==> src/rtl/mult_div_if.sv <==
// Handshake and result bus between the MIPS datapath and the multiply/divide unit.
interface mult_div_if;
    logic        start;
    logic [1:0]  op;
    logic [31:0] rs_data;
    logic [31:0] rt_data;
    logic        mthi;
    logic        mtlo;
    logic        busy;
    logic        done;
    logic [31:0] hi;
    logic [31:0] lo;

    // Datapath/control side: issues operations and reads HI/LO.
    modport master (
        output start, op, rs_data, rt_data, mthi, mtlo,
        input  busy, done, hi, lo
    );

    // Unit side.
    modport slave (
        input  start, op, rs_data, rt_data, mthi, mtlo,
        output busy, done, hi, lo
    );
endinterface

==> src/rtl/mult_div_unit.sv <==
// Iterative 32-bit multiply/divide unit with HI/LO result registers.
// Operands are reduced to magnitudes on start, 32 shift-add or restoring
// shift-subtract steps run in RUN, and FIX applies the sign correction
// and writes HI/LO. Total latency from the start edge is 33 cycles.
module mult_div_unit (
    input  logic       clk,
    input  logic       reset,
    mult_div_if.slave  bus
);
    typedef enum logic [1:0] {
        S_IDLE = 2'd0,
        S_RUN  = 2'd1,
        S_FIX  = 2'd2
    } state_t;

    state_t      r_state;
    state_t      w_state_next;
    logic [5:0]  r_cnt;
    logic [63:0] r_acc;      // mult: {partial product, multiplier}; div: {remainder, quotient}
    logic [31:0] r_opb;      // mult: multiplicand magnitude; div: divisor magnitude
    logic        r_is_div;
    logic        r_neg_rs;   // set only for signed ops with a negative operand
    logic        r_neg_rt;
    logic [31:0] r_hi;
    logic [31:0] r_lo;
    logic        r_busy;
    logic        r_done;

    // Operand conditioning at start: op[1] selects divide, op[0] selects unsigned.
    logic        w_is_div;
    logic        w_neg_rs;
    logic        w_neg_rt;
    logic [31:0] w_mag_rs;
    logic [31:0] w_mag_rt;

    assign w_is_div = bus.op[1];
    assign w_neg_rs = ~bus.op[0] & bus.rs_data[31];
    assign w_neg_rt = ~bus.op[0] & bus.rt_data[31];
    // -0x80000000 wraps back to 0x80000000, which is the correct unsigned magnitude.
    assign w_mag_rs = w_neg_rs ? -bus.rs_data : bus.rs_data;
    assign w_mag_rt = w_neg_rt ? -bus.rt_data : bus.rt_data;

    // One multiply step: conditionally add the multiplicand to the upper half, shift right.
    logic [32:0] w_mul_sum;
    logic [63:0] w_mul_step;

    assign w_mul_sum  = {1'b0, r_acc[63:32]} + {1'b0, r_opb};
    assign w_mul_step = r_acc[0] ? {w_mul_sum, r_acc[31:1]} : {1'b0, r_acc[63:1]};

    // One restoring divide step on the 33-bit shifted remainder. When the trial
    // subtract succeeds the difference is below the divisor, so 32 bits hold it.
    logic [32:0] w_rem_sh;
    logic        w_div_ok;
    logic [31:0] w_rem_sub;
    logic [63:0] w_div_step;

    assign w_rem_sh   = r_acc[63:31];
    assign w_div_ok   = (w_rem_sh >= {1'b0, r_opb});
    assign w_rem_sub  = w_rem_sh[31:0] - r_opb;
    assign w_div_step = w_div_ok ? {w_rem_sub, r_acc[30:0], 1'b1}
                                 : {w_rem_sh[31:0], r_acc[30:0], 1'b0};

    // Sign correction and HI/LO values written in FIX.
    logic [31:0] w_fix_hi;
    logic [31:0] w_fix_lo;

    // Select the final HI/LO from the magnitude result.
    always_comb begin
        // NOTE: every output of a combinational block gets a default first so no path can infer a latch.
        w_fix_hi = r_acc[63:32];
        w_fix_lo = r_acc[31:0];
        if (!r_is_div) begin
            {w_fix_hi, w_fix_lo} = (r_neg_rs ^ r_neg_rt) ? -r_acc : r_acc;
        end else if (r_opb == 32'd0) begin
            // Divide by zero: quotient all ones; the remainder walked the dividend
            // magnitude through, and restoring its sign gives rs back unchanged.
            w_fix_lo = 32'hFFFF_FFFF;
            w_fix_hi = r_neg_rs ? -r_acc[63:32] : r_acc[63:32];
        end else begin
            w_fix_lo = (r_neg_rs ^ r_neg_rt) ? -r_acc[31:0] : r_acc[31:0];
            w_fix_hi = r_neg_rs ? -r_acc[63:32] : r_acc[63:32];
        end
    end

    // FSM state register.
    always_ff @(posedge clk or posedge reset) begin
        // NOTE: sequential state uses non-blocking assignments so every register samples pre-edge values.
        if (reset) r_state <= S_IDLE;
        else       r_state <= w_state_next;
    end

    // FSM next-state logic.
    always_comb begin
        w_state_next = r_state;
        case (r_state)
            S_IDLE:  if (bus.start) w_state_next = S_RUN;
            S_RUN:   if (r_cnt == 6'd31) w_state_next = S_FIX;
            S_FIX:   w_state_next = S_IDLE;
            default: w_state_next = S_IDLE;
        endcase
    end

    // Datapath: operand latch, iteration, HI/LO writes and status flags.
    always_ff @(posedge clk or posedge reset) begin
        if (reset) begin
            r_cnt    <= 6'd0;
            r_acc    <= 64'd0;
            r_opb    <= 32'd0;
            r_is_div <= 1'b0;
            r_neg_rs <= 1'b0;
            r_neg_rt <= 1'b0;
            r_hi     <= 32'd0;
            r_lo     <= 32'd0;
            r_busy   <= 1'b0;
            r_done   <= 1'b0;
        end else begin
            case (r_state)
                S_IDLE: begin
                    if (bus.start) begin
                        r_is_div <= w_is_div;
                        r_neg_rs <= w_neg_rs;
                        r_neg_rt <= w_neg_rt;
                        r_opb    <= w_is_div ? w_mag_rt : w_mag_rs;
                        r_acc    <= {32'd0, (w_is_div ? w_mag_rs : w_mag_rt)};
                        r_cnt    <= 6'd0;
                    end else begin
                        if (bus.mthi) r_hi <= bus.rs_data;
                        if (bus.mtlo) r_lo <= bus.rs_data;
                    end
                end
                S_RUN: begin
                    r_acc <= r_is_div ? w_div_step : w_mul_step;
                    r_cnt <= (r_cnt == 6'd31) ? 6'd0 : r_cnt + 6'd1;
                end
                S_FIX: begin
                    r_hi <= w_fix_hi;
                    r_lo <= w_fix_lo;
                end
                default: ;
            endcase
            r_busy <= (w_state_next != S_IDLE);
            r_done <= (r_state == S_FIX);
        end
    end

    assign bus.busy = r_busy;
    assign bus.done = r_done;
    assign bus.hi   = r_hi;
    assign bus.lo   = r_lo;
endmodule

==> src/flat_wrapper.sv <==
// flat-port wrapper written by rule: the top's interface ports become plain ports
module mult_div_unit_flat 
  (clk, reset, bus_start, bus_op, bus_rs_data, bus_rt_data, bus_mthi, bus_mtlo, bus_busy, bus_done, bus_hi, bus_lo);
  mult_div_if bus_i ();
  input  logic clk;
  input  logic reset;
  input wire logic [$bits(bus_i.start)-1:0] bus_start;
  input wire logic [$bits(bus_i.op)-1:0] bus_op;
  input wire logic [$bits(bus_i.rs_data)-1:0] bus_rs_data;
  input wire logic [$bits(bus_i.rt_data)-1:0] bus_rt_data;
  input wire logic [$bits(bus_i.mthi)-1:0] bus_mthi;
  input wire logic [$bits(bus_i.mtlo)-1:0] bus_mtlo;
  output wire logic [$bits(bus_i.busy)-1:0] bus_busy;
  output wire logic [$bits(bus_i.done)-1:0] bus_done;
  output wire logic [$bits(bus_i.hi)-1:0] bus_hi;
  output wire logic [$bits(bus_i.lo)-1:0] bus_lo;
  assign bus_i.start = bus_start;
  assign bus_i.op = bus_op;
  assign bus_i.rs_data = bus_rs_data;
  assign bus_i.rt_data = bus_rt_data;
  assign bus_i.mthi = bus_mthi;
  assign bus_i.mtlo = bus_mtlo;
  assign bus_busy = bus_i.busy;
  assign bus_done = bus_i.done;
  assign bus_hi = bus_i.hi;
  assign bus_lo = bus_i.lo;
  mult_div_unit u_core (.clk(clk), .reset(reset), .bus(bus_i));
endmodule
==> config.mk <==
export PLATFORM = sky130hd
export DESIGN_NAME = mult_div_unit_flat
export DESIGN_NICKNAME = d
export VERILOG_FILES = /design/src/rtl/mult_div_if.sv /design/src/rtl/mult_div_unit.sv /design/src/flat_wrapper.sv
export SDC_FILE = /design/constraint.sdc
export NUM_CORES = 1
export LEC_CHECK = 0
export CORE_AREA = 2 2 167 153
export CTS_CLUSTER_SIZE = 40
export DETAILED_ROUTE_END_ITERATION = 8
export DIE_AREA = 0 0 169 155
export PLACE_DENSITY = 0.86
export SYNTH_ARGS = -nofsm -noshare
export SYNTH_HDL_FRONTEND = slang
export SYNTH_SLANG_ARGS = --single-unit
==> constraint.sdc <==
create_clock -name clk -period 12.9 [get_ports clk]
set_input_delay 3.87 -clock clk [delete_from_list [all_inputs] [get_ports clk]]
set_output_delay 3.87 -clock clk [all_outputs]
set_load 0.05 [all_outputs]
==> flow_summary.toml, run 1 <==
[cts]
clk_path_buf_depth = 2
cts_resized = 0
cts.reportedPaths.clkPinSlew_ns = 0.07
clk_latency_ns = 0.45
hold_buffers = 0
cts_buffers = 17
cts_tree = "done"
cts_sinks = 173
htree_num_levels = 4
cts_root_buf = "clkbuf_16"
cts_setup_buffers = 0

[synthesis]
synth_compound_area_frac = 0.261
yosys.area_share.adder = 0.0587
synthFlopType = "dfrtp_1"
synthMuxAreaShare = 0.0899
ys_seq_area_frac = 0.281
synth.net_count = 2056
synth_cell_type_count = 79
synth-xor-area-share = 0.0974
syn_area_mm2 = 0.0154
syn_area_per_cell_um2 = 8.04
synth_warnings = 0
synth-seq-cells = 173
synth_edf_count = 0
synthArstFlopShare = 1.00
synth_simple_gate_area_share = 0.162
netlist_instances = 1914
synth_top_family_by_area = "compound AO/OA/AOI/OAI gates"

[critical_path]
crit_fanout = 5
critPathLaunchType = "input pin"
cp_cell_sequence = "clkdlybuf4s50_1, or4_1, nor4_1, nand3b_1, nor2_1, nand2_1, o31ai_1, xnor2_1, nor2_1, a211oi_1, o22a_1"
critPathBufInv = 1
cp_common_cell = "nor2_1"
path_delay_family = "simple AND/OR/NAND/NOR gates"
crit_required_ns = 13.29
critPathKind = "in -> reg"
cpMaxStageDelayCell = "or4_1"
endpoint_kind = "flip-flop"
slowest_delay_ns = 0.62
arrival_ns = 7.13

[sta]
rsz0062_at_grt = "false"
fin_crit_sh = 0.523
setup_violations = 0
maxSlewHeadroom = 0.221
clock_skew_ns = 0.0123
fin_ws_ns = 6.16
timing.final.max_slew_violations = 0
min_period_ns = 6.74
hold_viol = 0
worstMarginPinSlew_ns = 1.17
tns_ns = 0
max_freq_ghz = 0.148

[global_route]
antenna_found_initial = 0
grt-ovfl-total = 0
grt_start_max_net_pins = 100
grt_pass1_wl_mm = 80.5
grt_pass1_vias = 14600
track_usage = 0.391

[cells_and_area]
nNetsFinal = 2102
n_antenna_cell = 0
final_util = 0.705
final_layout_size_suffix_gt1_frac = 0.0522
syn_to_final_growth_pct = 12.9

[placed_design]
hpwl_mm = 37.4
place_ws_ns = 5.93
place.gp.congestion = 1.02
port_buffers = 136

[die]
initial_utilization = 0.624
coreArea_mm2 = 0.0246
die_w_um = 169
top_level_ports = 137
rows = 55
die-height_um = 155
die-area_mm2 = 0.0262

[pwr]
leakage_nw = 7.15
power_frac_seq = 0.225
p_int_mw = 2.73
p_per_area_mw_per_mm2 = 330
combPwrFrac = 0.683
switching_share = 0.524
clkPwrFrac = 0.092
switchingPower_mw = 3.00
vdd_drop_max_mv = 0.178

[route]
drc = 0
drtAntennaViolNets = 0
vias = 15800
via_per_inst = 6.91
wl_per_cell_um = 22.6
wirelength_mm = 51.7
drtIter0Drc = 2145
first_pass_iters = 6

[outcome]
status = "complete, no violations"

[worst_hold_path]
min_path_type = "reg -> reg"

[run]
drv_cap = 0
==> placed cells by master (no fill, tap or decap), types with 7 or more instances in the layout <==
master,n
xnor2_1,89
a22o_1,15
a221o_1,33
a31oi_1,20
mux2_2,17
ha_1,69
or2_2,7
nand4_1,15
and3_1,8
nand2b_1,13
nor4_1,14
nor2_1,171
o41ai_1,14
a211oi_1,31
o22a_1,7
inv_1,63
o31ai_1,26
nand3_1,20
nor3_1,35
o21bai_1,8
o21ai_0,179
nor2b_1,13
or3_1,22
clkdlybuf4s50_1,135
nand2_1,183
o211ai_1,9
a21oi_1,188
xor2_1,82
clkbuf_16,17
mux2i_1,119
a21o_1,34
dfrtp_1,172
buf_4,21
o21a_1,9
==> path summary, 6_finish.rpt <==
| kind | slack, ns | to | cells after the start | start |
|---|---|---|---|---|
| max reg2reg | 8.49 | u_core.r_acc[37] | 12 | u_core.r_opb[1] |
| min | 0.52 | u_core.bus.lo[11] | 1 | u_core.bus.lo[11] |
| max in group asynchronous | 7.23 | u_core.r_is_div | 3 | reset |
| max | 6.16 | u_core.r_acc[25] | 11 | bus_rt_data[12] |
| min in group asynchronous | 3.97 | u_core.bus.lo[26] | 2 | reset |
| min reg2reg | 0.52 | u_core.bus.lo[11] | 1 | u_core.bus.lo[11] |
==> cells in the mapped netlist, types with 5 or more instances <==
library cell,instances,area (µm²)
or4_1,5,37.5
xor2_1,82,718
o31ai_1,26,195
or2_2,7,43.8
nand2_1,184,691
nor2_1,172,646
nand3b_1,5,37.5
o21a_1,10,75.1
ha_1,69,863
dfrtp_1,173,4330
and3_1,8,50.1
buf_1,17,63.8
a221o_1,33,330
a31oi_1,20,125
clkbuf_1,101,379
or3_1,22,138
o211ai_1,9,67.6
o21bai_1,8,60.1
nand4_1,15,93.8
a21o_1,34,255
o21ai_0,179,896
o41ai_1,14,123
buf_2,5,25.0
nand3_1,20,100
o21ai_1,5,25.0
nor3_1,35,175
nor2b_1,13,81.3
a22o_1,15,131
and2_1,6,37.5
xnor2_1,89,780
mux2i_1,119,1190
o22a_1,7,61.3
a21oi_1,188,941
mux2_2,17,191
inv_1,64,240
a211oi_1,31,233
nand2b_1,14,87.6
nor4_1,14,87.6
==> cell families (layout without fill, tap and decap cells) <==
| family | count (synthesis) | count (layout) |
|---|---|---|
| xor gates and xnor gates | 171 | 171 |
| and+or+nand+nor | 538 | 538 |
| muxes | 136 | 136 |
| buffers and inverters | 193 | 252 |
| AOI/OAI and AO/OA | 632 | 632 |
| DFF | 173 | 173 |
| adders and majority gates | 71 | 71 |
==> area by class of cell <==
type	count	area, µm²
Clock buffer	24	492
Tap cell	313	392
Timing Repair Buffer	156	1510
Sequential cell	173	4330
Multi-Input combinational cell	1548	10300
Inverter	64	245
Clock inverter	8	83.8
Fill cell	1940	7270
==> sequential cells by signal (all words and copies together) (netlist names) <==
name / flops
u_core.r_acc: 64
u_core.bus.hi: 32
u_core.bus.lo: 32
u_core.r_opb: 32
u_core.r_cnt: 6
u_core.r_state: 2
u_core.bus.busy: 1
u_core.bus.done: 1
u_core.r_is_div: 1
u_core.r_neg_rs: 1
u_core.r_neg_rt: 1
==> power groups by stage <==
stage	Sequential [mW]	Combinational [mW]	Clock, mW
global placement	1.25	3.70	0
global route	1.30	4.25	0.546
detailed placement	1.26	3.81	0
CTS	1.26	3.84	0.520
floorplan	1.36	2.72	0
finish	1.29	3.91	0.526
==> layer usage <==
layer / routed length, µm / vias up / GRT usage / share of wire
met3: 5600 / 215 / 0.0857 / 0.11
met4: 2720 / 0 / 0.185 / 0.053
met1: 20700 / 7490 / 0.528 / 0.40
li1: - / 7030 / - / -
met5: 0 / - / 0 / 0
met2: 22700 / 1071 / 0.600 / 0.44
==> through the flow <==
stage               instance area [µm²]  power (mW)  hold WS, ns  std cells
floorplan                         15400        4.09        0.467       1914
global placement                  16800        4.95        0.489       2254
detailed placement                16800        5.07        0.500       2254
CTS                               17400        5.62        0.516       2286
global route                      17400        6.10        0.535       2286
finish                            17400        5.73        0.517       2286
==> worst register-to-register path: stages, from the launching register on <==
cell and delay, ns:
dfrtp_1 0.48, inv_1 0.17, ha_1 0.34, nor2b_1 0.15, o21ai_1 0.21, a21boi_2 0.11
a221oi_2 0.48, o31ai_1 0.29, a21oi_2 0.39, o21a_2 0.93, mux2_2 0.47, a21oi_1 0.15
o21ai_0 0.09
No activity file was read; power rests on OpenSTA's default activity.
==> run 2: changes to the inputs <==
- CORE_AREA: 2 2 167 153 -> 2 2 181 166
- DIE_AREA: 0 0 169 155 -> 0 0 183 168
- PLACE_DENSITY: 0.86 -> 0.78
- clock period: 12.9 -> 5.8 ns (I/O delays scaled with it)
==> run 2 against run 1 <==
Sequential power rose by 120%. Worst setup slack got worse by 5.0 ns. Critical path depth fell by 1. Combinational power rose by 120%. Final area rose by 0.67%. Utilization fell by 10 points. Register-to-register slack got worse by 6.9 ns. Clock-buffer cell count fell by 5. Critical path type unchanged. Total power rose by 120%. Hold slack got worse by 0.0024 ns.
==> flow_summary.toml, run 2 (same netlist as run 1, synthesis figures left out) <==
[pwr]
vdd_drop_max_mv = 0.413
switching_share = 0.525
power_frac_seq = 0.220
combPwrFrac = 0.687
p_int_mw = 6.08
leakage_nw = 7.17
power.total_mw = 12.8
clkPwrFrac = 0.094
p_per_area_mw_per_mm2 = 732
switchingPower_mw = 6.71

[sta]
worstMarginPinSlew_ns = 1.14
min_period_ns = 4.61
tns_ns = 0
max_freq_ghz = 0.217
rsz0062_at_grt = "false"
fin_crit_sh = 0.795
clock_skew_ns = 0.0122
fin_ws_ns = 1.19
holdWs_ns = 0.515
maxSlewHeadroom = 0.241
setup_violations = 0
hold_viol = 0
timing.final.max_slew_violations = 0

[critical_path]
slowest_delay_ns = 0.92
critPathLaunchType = "input pin"
critPathKind = "in -> reg"
cpMaxStageDelayCell = "nor4_1"
cp-startpoint = "bus_rt_data[4]"
cp_cell_sequence = "clkdlybuf4s50_1, nor4_1, nand2_1, or3_1, o31ai_1, xnor2_1, nor2_1, a21oi_1, a21oi_1, o21ai_0"
critPathBufInv = 1
arrival_ns = 4.97
crit_required_ns = 6.15
path_delay_family = "simple AND/OR/NAND/NOR gates"
crit_fanout = 4
endpoint_kind = "flip-flop"
worstReg2RegStart = "u_core.r_opb[1]"
cp_common_cell = "a21oi_1"

[global_route]
grt-ovfl-total = 0
grt_pass1_wl_mm = 81.8
antenna_found_initial = 1
grt_pass1_vias = 14500
track_usage = 0.339
grt_start_max_net_pins = 112

[route]
vias = 15500
wirelength_mm = 52.6
first_pass_iters = 6
via_per_inst = 6.62
wl_per_cell_um = 22.4
drtIter0Drc = 1764
drc = 0
drtAntennaViolNets = 0

[die]
coreArea_mm2 = 0.0291
top_level_ports = 137
die-height_um = 168
initial_utilization = 0.528
rows = 60
die-area_mm2 = 0.0307
die_w_um = 183

[cells_and_area]
regMostFlops = "u_core.r_acc"
final_cell_area_mm2 = 0.0175
num-fill-cells = 2562
syn_to_final_growth_pct = 13.7
nNetsFinal = 2105
largest_reg_flops = 64
final_cells = 2349
final_util = 0.600
final_layout_size_suffix_gt1_frac = 0.0547
final_cell_mix = "188 x a21oi_1, 183 x nand2_1, 179 x o21ai_0, 172 x dfrtp_1, 171 x nor2_1"
mostFrequentLayoutCell = "a21oi_1"

[placed_design]
place.gp.congestion = 0.951
place_ws_ns = 0.957
hpwl_mm = 38.4
postPlaceCellArea_mm2 = 0.0169
port_buffers = 136
dpl.cell_count = 2316

[cts]
cts_resized = 0
cts_sinks = 173
cts.reportedPaths.clkPinSlew_ns = 0.07
clk_latency_ns = 0.45
cts_tree = "done"
cts_setup_buffers = 0
hold_buffers = 0
clk_path_buf_depth = 2
cts_root_buf = "clkbuf_16"
htree_num_levels = 4
cts_buffers = 17

[outcome]
status = "complete, no violations"

[worst_hold_path]
min_path_type = "reg -> reg"
worstHoldStart = "u_core.bus.lo[24]"

[run]
drv_cap = 0
run 2: cell types whose count changed in the layout (fill, tap and decap cells not counted), sizes merged:
cell    previous run  this run
bufinv             1         2
clkbuf            24        19
inv               64        66
buf               21        24
diode              0         1
clkinv             4         6
run 2: power groups by stage:
stage | logic [mW] | registers, mW | clock network [mW]
finish | 8.78 | 2.81 | 1.20
global route | 9.55 | 2.87 | 1.25
CTS | 8.64 | 2.76 | 1.20
detailed placement | 8.56 | 2.77 | 0
global placement | 8.39 | 2.76 | 0
floorplan | 6.06 | 3.03 | 0
run 2: per-layer routing:
| layer | vias to the layer above | wire length [µm] | global-route usage |
|---|---|---|---|
| li1 | 7049 | - | - |
| met1 | 7435 | 22100 | 0.470 |
| met2 | 918 | 23300 | 0.516 |
| met3 | 146 | 4970 | 0.0664 |
| met4 | 0 | 2230 | 0.143 |
| met5 | - | 0 | 0 |
run 2: worst paths after layout:
path | to | cells past startpoint | slack (ns)
worst max-delay path | u_core.r_acc[10] | 10 | 1.19
worst min-delay path | u_core.bus.lo[24] | 1 | 0.51
worst max register to register | u_core.r_acc[60] | 13 | 1.59
worst min register to register | u_core.bus.lo[24] | 1 | 0.51
max in group asynchronous | u_core.r_acc[38] | 3 | 3.24
min in group asynchronous | u_core.bus.lo[28] | 3 | 1.80
run 2: final cells by class:
class	count	area (µm²)	share of cell area
multi-input cells	1548	10300	0.590
diodes	1	2.50	0.000143
repair buffers	159	1540	0.0883
flip-flops and latches	173	4330	0.248
well taps	372	465	0.0266
inverters	64	244	0.0140
clock buffers	19	443	0.0253
clock inverters	13	139	0.00794
